$ cat src/rtl/uart_arb_pkg.sv
// Shared constants and types for the UART transmitter arbiter.
// Holds the state encoding, the watchdog/gap counter width and the grant index width.
package uart_arb_pkg;

    localparam int CNT_W = 16;
    localparam int GID_W = 3;

    typedef logic [CNT_W-1:0] cnt_t;
    typedef logic [GID_W-1:0] gid_t;

    localparam logic [1:0] ST_IDLE      = 2'd0;
    localparam logic [1:0] ST_LOAD      = 2'd1;
    localparam logic [1:0] ST_WAIT_DONE = 2'd2;
    localparam logic [1:0] ST_GAP       = 2'd3;

endpackage

$ cat src/rtl/uart_rr_pick.sv
// Combinational round-robin picker: the first set request after last_grant wins,
// and the search wraps around.
module uart_rr_pick
    import uart_arb_pkg::*;
#(
    parameter int NUM_REQ = 4
) (
    input  logic [NUM_REQ-1:0] req,
    input  gid_t               last_grant,
    output logic               valid,
    output gid_t               winner
);

    logic [NUM_REQ-1:0] w_rot;
    gid_t               w_offset;
    logic [4:0]         w_sum;

    // Rotate the doubled vector so that bit 0 is the requester right after last_grant.
    assign w_rot = NUM_REQ'({req, req} >> ({1'b0, last_grant} + 4'd1));

    always_comb begin
        valid    = 1'b0;
        w_offset = '0;
        for (int j = NUM_REQ - 1; j >= 0; j--) begin
            if (w_rot[j]) begin
                valid    = 1'b1;
                w_offset = GID_W'(j);
            end
        end
    end

    always_comb begin
        w_sum = {2'b00, last_grant} + {2'b00, w_offset} + 5'd1;
        if (w_sum >= 5'(NUM_REQ)) begin
            w_sum = w_sum - 5'(NUM_REQ);
        end
    end

    assign winner = GID_W'(w_sum);

endmodule

$ cat src/rtl/uart_tx_arb.sv
// Round-robin arbiter sharing one UART transmitter among NUM_REQ requesters,
// with a tx_done watchdog and a fixed idle gap between transfers.
module uart_tx_arb
    import uart_arb_pkg::*;
#(
    parameter int NUM_REQ = 4,
    parameter int GAP_CYC = 16,
    parameter int TIMEOUT = 65535,
    parameter int DLY     = 0
) (
    input  logic                 clk,
    input  logic                 rst,
    input  logic [NUM_REQ-1:0]   req,
    input  logic [8*NUM_REQ-1:0] req_data,
    output logic [NUM_REQ-1:0]   ack,
    output logic [7:0]           tx_data,
    output logic                 tx_start,
    input  logic                 tx_done,
    output logic                 busy,
    output logic [GID_W-1:0]     grant_id,
    output logic                 timeout
);

    localparam cnt_t       TIMEOUT_C     = CNT_W'(TIMEOUT);
    localparam cnt_t       GAP_LAST      = CNT_W'(GAP_CYC - 1);
    localparam logic [1:0] ST_AFTER_DONE = (GAP_CYC == 0) ? ST_LOAD : ST_GAP;

    // DLY is kept for drop-in compatibility; this implementation models no delay.
    if (DLY < 0) begin : g_dly_unused
    end

    logic [1:0]         r_state;
    cnt_t               r_cnt;
    logic [NUM_REQ-1:0] r_ack;
    logic [7:0]         r_tx_data;
    logic               r_tx_start;
    logic               r_timeout;
    gid_t               r_grant_id;
    gid_t               r_last_grant;

    logic               w_valid;
    gid_t               w_winner;
    logic [NUM_REQ-1:0] w_hit;
    logic [7:0]         w_byte;
    cnt_t               w_cnt_inc;

    uart_rr_pick #(
        .NUM_REQ(NUM_REQ)
    ) u_pick (
        .req       (req),
        .last_grant(r_last_grant),
        .valid     (w_valid),
        .winner    (w_winner)
    );

    for (genvar gi = 0; gi < NUM_REQ; gi++) begin : g_hit
        assign w_hit[gi] = (w_winner == GID_W'(gi));
    end

    always_comb begin
        w_byte = 8'h00;
        for (int i = 0; i < NUM_REQ; i++) begin
            if (w_hit[i]) begin
                w_byte = req_data[8*i +: 8];
            end
        end
    end

    assign w_cnt_inc = r_cnt + cnt_t'(1);

    always_ff @(posedge clk or posedge rst) begin
        if (rst) begin
            r_state      <= ST_IDLE;
            r_cnt        <= '0;
            r_ack        <= '0;
            r_tx_data    <= 8'h00;
            r_tx_start   <= 1'b0;
            r_timeout    <= 1'b0;
            r_grant_id   <= '0;
            r_last_grant <= GID_W'(NUM_REQ - 1);
        end else begin
            r_ack      <= '0;
            r_tx_start <= 1'b0;
            r_timeout  <= 1'b0;
            case (r_state)
                ST_IDLE, ST_LOAD: begin
                    if (w_valid) begin
                        r_tx_data    <= w_byte;
                        r_ack        <= w_hit;
                        r_tx_start   <= 1'b1;
                        r_grant_id   <= w_winner;
                        r_last_grant <= w_winner;
                        r_cnt        <= '0;
                        r_state      <= ST_WAIT_DONE;
                    end else begin
                        r_state <= ST_IDLE;
                    end
                end
                ST_WAIT_DONE: begin
                    // A completion arriving on the expiry cycle wins over the watchdog.
                    if (tx_done) begin
                        r_cnt   <= '0;
                        r_state <= ST_AFTER_DONE;
                    end else if (w_cnt_inc == TIMEOUT_C) begin
                        r_cnt     <= '0;
                        r_timeout <= 1'b1;
                        r_state   <= ST_IDLE;
                    end else begin
                        r_cnt <= w_cnt_inc;
                    end
                end
                ST_GAP: begin
                    if (r_cnt == GAP_LAST) begin
                        r_cnt   <= '0;
                        r_state <= ST_IDLE;
                    end else begin
                        r_cnt <= w_cnt_inc;
                    end
                end
                default: begin
                    r_cnt   <= '0;
                    r_state <= ST_IDLE;
                end
            endcase
        end
    end

    assign ack      = r_ack;
    assign tx_data  = r_tx_data;
    assign tx_start = r_tx_start;
    assign timeout  = r_timeout;
    assign grant_id = r_grant_id;
    assign busy     = (r_state != ST_IDLE);

endmodule

$ cat config.mk
export PLATFORM = sky130hd
export DESIGN_NAME = uart_tx_arb
export DESIGN_NICKNAME = d
export VERILOG_FILES = /design/src/rtl/uart_arb_pkg.sv /design/src/rtl/uart_rr_pick.sv /design/src/rtl/uart_tx_arb.sv
export SDC_FILE = /design/constraint.sdc
export NUM_CORES = 1
export LEC_CHECK = 0
export ABC_CLOCK_PERIOD_IN_PS = 3800
export BUFFER_PORTS_ARGS = -buffer_cell sky130_fd_sc_hd__buf_2
export CORE_UTILIZATION = 32
export DETAILED_ROUTE_END_ITERATION = 16
export GPL_ROUTABILITY_DRIVEN = 0
export PLACE_DENSITY_LB_ADDON = 0.15
export SETUP_SLACK_MARGIN = 0.05
export SYNTH_ARGS = -nofsm -noshare
export SYNTH_HDL_FRONTEND = slang
export SYNTH_SLANG_ARGS = --single-unit
$ cat constraint.sdc
create_clock -name clk -period 3.8 [get_ports clk]
set_input_delay 0.76 -clock clk [delete_from_list [all_inputs] [get_ports clk]]
set_output_delay 0.76 -clock clk [all_outputs]
set_load 0.05 [all_outputs]
Yosys cells after proc, flatten, opt, wreduce, memory -nomap -nowiden
Cells that the tools add are included.
W data, S select, Z words.
{ "op_classes": {"add_sub_neg": 5, "order_cmp": 1, "n_eq_ne": 11, "shift": 1, "muxes": 30, "n_reduce_logical": 6} }
{ "ops": {"columns": ["operator", "n"], "rows": [
  ["$mux W16", 4],
  ["$pmux W16 S3", 1],
  ["$mux W8", 4],
  ["$add A16 B1 Y16 const B", 1],
  ["$eq A16 B16 Y1 const B", 1],
  ["$eq A16 B4 Y1 const B", 1],
  ["$mux W2", 8],
  ["$mux W1", 9],
  ["$mux W4", 2],
  ["$shr A8 B4 Y4", 1],
  ["$eq A3 B2 Y1 const B", 2],
  ["$pmux W2 S3", 1],
  ["$add A4 B1 Y5 const B", 1],
  ["$ge A5 B3 Y1 const B", 1],
  ["$add A3 B1 Y4 const B", 1],
  ["$add A3 B2 Y4", 1],
  ["$eq A2 B2 Y1 const B", 2],
  ["$reduce_and A2 Y1", 2],
  ["$eq A3 B1 Y1 const B", 1],
  ["$logic_not A3 Y1", 1],
  ["$mux W3", 1],
  ["$ne A3 B3 Y1 const B", 1],
  ["$sub A3 B3 Y3 const B", 1],
  ["$eq A2 B1 Y1 const B", 1],
  ["5 further kinds", 5]
]} }
{ "word_totals": {"ff_bits": 38, "inputBits": 39, "wordCells": 62} }

Depth between registers and ports, before layout
{ "depth": {"ltp_word": 15, "mapped_depth": 14, "depth_no_buf": 12} }

Cells and area by module
Synthesis repeated with hierarchy kept, for this count alone.
{ "unflattened": {"cells_unflattened": 233, "hier_area_um2": 2284.7} }
{ "modules_own_cells": {"columns": ["mod", "n_inst", "cells_each", "area_per_inst_um2", "seq_area_each_um2"], "rows": [
  ["uart_tx_arb", 1, 197, 2047.0, 928.4],
  ["uart_rr_pick", 1, 36, 237.7, 0.0]
]} }

Worst setup path after synthesis
No wires, ideal clock.
{ "synth_path": {"kind": "in2reg", "startpoint": "in req[0]", "endpoint": "reg r_tx_data[0] (netlist: tx_data[0])", "arrival_time_ns": 3.262, "t_required_ns": 3.682, "slack_ns": 0.420, "cell_stages": 8, "cell_sequence": "nor2b_1 -> mux4_2 -> or4_1 -> fa_1 -> clkbuf_1 -> mux4_2 -> nand3b_1 -> nand2_1"} }
{ "synth_between": {"elab_chain_len": 14} }
{ "synth_rtl": {"columns": ["element", "line_no", "rtl"], "rows": [
  ["from (decl)", "uart_tx_arb.sv:13", "input logic [NUM_REQ-1:0] req,"],
  ["$shr A8 B4 Y4 (*)", "uart_rr_pick.sv:19", "assign w_rot = NUM_REQ'({req, req} >> ({1'b0, last_grant} + 4'd1));"],
  ["$mux W2 (4 in a row)", "uart_rr_pick.sv:25", "if (w_rot[j]) begin"],
  ["$add A3 B2 Y4", "uart_rr_pick.sv:33", "w_sum = {2'b00, last_grant} + {2'b00, w_offset} + 5'd1;"],
  ["$add A4 B1 Y5", "uart_rr_pick.sv:33", null],
  ["$ge A5 B3 Y1 or $sub A3 B3 Y3 (tied branches)", "uart_rr_pick.sv:34, uart_rr_pick.sv:35", null],
  ["$mux W3", "uart_rr_pick.sv:34", "if (w_sum >= 5'(NUM_REQ)) begin"],
  ["$logic_not A3 Y1", "uart_tx_arb.sv:57", "assign w_hit[gi] = (w_winner == GID_W'(gi));"],
  ["$mux W8 (4 in a row)", "uart_tx_arb.sv:63", "if (w_hit[i]) begin"],
  ["to (signal assigned)", "uart_tx_arb.sv:88", "r_tx_data <= w_byte;"],
  ["to (decl)", "uart_tx_arb.sv:35", "logic [7:0] r_tx_data;"]
]} }
Every way passes the cells marked *; elsewhere a longest branch is shown, timed or not.
A chain may end at the register's enable or synchronous reset.

Final worst setup path
{ "layout_path": {"startpoint": "in req[0]", "endpoint": "reg r_tx_data[6] (netlist: tx_data[6])"} }
The elaborated chain is that of the path after synthesis.

==> impl_metrics.json <==
{
  "status": "finished, final reports clean",
  "syn_area_mm2": 0.002491,
  "synthMostInstantiatedCell": "nand2_1",
  "antenna_cells": 0,
  "max_cap_viol_count": 0,
  "critPathMaxStageDelay_ns": 0.83,
  "yosys-top-cells-area": "dfrtp_1 35%, mux4_2 8.1%, nand2_1 5.7%, a32o_1 3.2%, nor2_1 2.7%",
  "gr-usage-all-layers_pct": 15.81,
  "final_hold_viol_count": 0,
  "hold_end": "grant_id[0]",
  "slew_violations": 0,
  "fp.dieArea_mm2": 0.008141,
  "yosys_register_bits": 37,
  "postRouteAntennaNets": 0,
  "routed_via_density": 5.341,
  "rr_endpoint": "tx_data[6]",
  "fin_total_pwr_mw": 1.323,
  "holdPathStages": 2,
  "min_path_type": "reg2reg",
  "crit_top_cell": "mux4_2",
  "fin_crit_ns": 3.232,
  "dp.cells": 400,
  "max-clock-path-buffers": 2,
  "die_y_um": 90.23,
  "hold_start": "grant_id[0]",
  "syn-num-nets": 301,
  "setup_violations": 0,
  "yosysSeqAreaShare_pct": 37.27,
  "dpl.hpwl_um": 4332,
  "period_share_pct": 85.05,
  "rr_worst_depth": 7,
  "pwr-share-comb_pct": 36.6,
  "dp_slack_ns": 0.2319,
  "cts_sinks": 37,
  "grtUsageMet2_pct": 23.98,
  "cts_setup_buffers": 0,
  "drt_iter0_markers": 182,
  "p_seq_share_pct": 41.6,
  "crit_path_end_kind": "register",
  "grt-busiest-layer": "met2",
  "postCtsResizedCells": 0,
  "drive_gt1_share_pct": 30.42,
  "dieWidth_um": 90.23,
  "wirelength_um": 5949,
  "h-tree-depth": 2,
  "required_ns": 4.00,
  "num_rows": 31,
  "swShare_pct": 39.92,
  "cts_root_buffer": "clkbuf_8",
  "numCtsBuffers": 5,
  "yosys_warnings": 0,
  "clkPwrFrac_pct": 21.7,
  "path_cells": "buf_2 > nor2b_1 > mux4_2 > or4_1 > fa_1 > mux4_2 > nand3b_1 > nand2_1",
  "synthArstFlopShare_pct": 100.0,
  "use_met1_pct": 22.23,
  "drt_pass1_iterations": 4,
  "relSlewSlack_pct": 46.07,
  "grt_pass1_wl_um": 10310,
  "drc": 0,
  "core-area_mm2": 0.007370,
  "synth_common_cells": "38 x nand2_1, 35 x dfrtp_1, 18 x nor2_1, 10 x nand3_1",
  "finalWorstSetupSlack_ns": 0.5680,
  "postSynthAreaPerCell_um2": 9.693,
  "synth.largest_area_cell": "dfrtp_1",
  "synth_cells": 257,
  "antenna_found_initial": 0,
  "grt-ovfl-total": 0,
  "rr_startpoint": "r_last_grant[1]",
  "fmax_mhz": 309.4,
  "cellPowerDensity_mw_per_mm2": 451.1,
  "slowest_stage": "fa_1",
  "grt_util_met3_pct": 3.215,
  "p_leak_nw": 1.287,
  "tritoncts": "done",
  "synth_edf_count": 0,
  "start_util_pct": 33.80,
  "routedWlPerCell_um": 14.58,
  "worstPathMaxFanout": 9,
  "fin_util_pct": 39.80,
  "grt_max_degree": 38,
  "grt_pass1_vias": 2086,
  "worst_pin_slew_ns": 0.8076,
  "yosysTopAreaCellShare_pct": 35.16,
  "cp.arrival_ns": 3.43,
  "p_int_uw": 794.8,
  "ios": 57,
  "ys_types": 58,
  "setup-tns-final_ns": 0,
  "nets": 352,
  "ir_drop_mv": 0.1813,
  "rsz0062_at_grt": "false",
  "area_growth_pct": 17.73,
  "io_buffers": 56,
  "final.fill_count": 769,
  "num_vias": 2179,
  "fin_skew_ns": 0.007078,
  "hold_buffers": 0,
  "power_switching_uw": 528.1,
  "critical_path_class": "in2reg",
  "path_clk_slew_ns": 0.08,
  "final_cells": 408,
  "synth-main-ff-cell": "dfrtp_1",
  "startpoint_type": "primary input",
  "r2r_setup_slack_ns": 0.62,
  "clock_latency_ns": 0.30
}
## stage by stage
stage                     hold WS [ns]  instance area, um^2
after detailed placement        0.4646                 2841
after CTS                       0.4879                 2933
final                           0.4790                 2933
after floorplan                 0.5209                 2491
after global routing            0.5131                 2933
after global placement          0.4558                 2841
## worst max path at each step
stage           start    endpoint  slack, ns  cells after the start
6_report       req[0]  tx_data[6]       0.57                      8
5_1_grt        req[0]  tx_data[5]       0.41                      8
4_1_cts        req[0]  tx_data[6]       0.56                      8
3_5_place_dp   req[0]  tx_data[6]       0.23                      8
3_3_place_gp   req[0]  tx_data[6]       0.27                      8
2_1_floorplan  req[0]  tx_data[0]       0.42                      8
## per-layer routing
metal	vias up	share of wire, %
li1	1058	-
met1	1061	48
met2	56	47
met3	4	3.9
met4	0	1.5
met5	-	0
## power groups by stage
stage	clock [mW]	sequential, mW	combinational [mW]
after detailed placement	0	0.557	0.491
after floorplan	0	0.530	0.413
after global routing	0.315	0.568	0.539
after global placement	0	0.558	0.485
after CTS	0.303	0.551	0.490
final	0.287	0.551	0.485
## area by class of cell
| cell class | instances | area, um^2 | share of cell area, % |
|---|---|---|---|
| Sequential cell | 37 | 928.4 | 31.66 |
| Tap cell | 99 | 123.9 | 4.224 |
| Multi-Input combinational cell | 193 | 1434 | 48.89 |
| Timing Repair Buffer | 61 | 317.8 | 10.84 |
| Clock buffer | 5 | 68.82 | 2.346 |
| Clock inverter | 3 | 22.52 | 0.7679 |
| Inverter | 10 | 37.54 | 1.280 |
## cells by family after synthesis
kind of cell             share of synthesized area, %
AND/OR/NAND/NOR                                 27.63
AO/OA/AOI/OAI                                   15.87
flip-flops                                      37.27
buffers and inverters                           5.173
multiplexers                                    9.844
adder cells (fa/ha/maj)                         2.813
XOR/XNOR                                        1.406
## critical path: cells and delay by family
family	cells	cell delay, ns
mux	2	0.88
simple gates	4	0.84
fa+ha+maj	1	0.83
buf+inv	1	0.11
## sequential cells by signal, indices dropped and copies added, names as in the netlist
| register | count |
|---|---|
| ack | 4 |
| grant_id | 3 |
| r_cnt | 16 |
| r_last_grant | 2 |
| r_state | 2 |
| timeout | 1 |
| tx_data | 8 |
| tx_start | 1 |
## placed cells by master (no fill, tap or decap), types with 3 or more instances in the layout
cell / count
nand4_1: 6
buf_2: 56
buf_4: 5
a21o_1: 3
a21oi_1: 8
a211oi_1: 5
nand3b_1: 8
ha_1: 4
a32o_1: 8
nor2b_1: 8
nor4_1: 7
xnor2_1: 4
nand3_1: 10
o21ai_0: 4
inv_1: 8
nand2_1: 38
dfrtp_1: 35
nor3_1: 9
nor2_1: 18
clkbuf_8: 5
mux4_2: 9
Note: power is estimated with default switching activity, not from simulation.
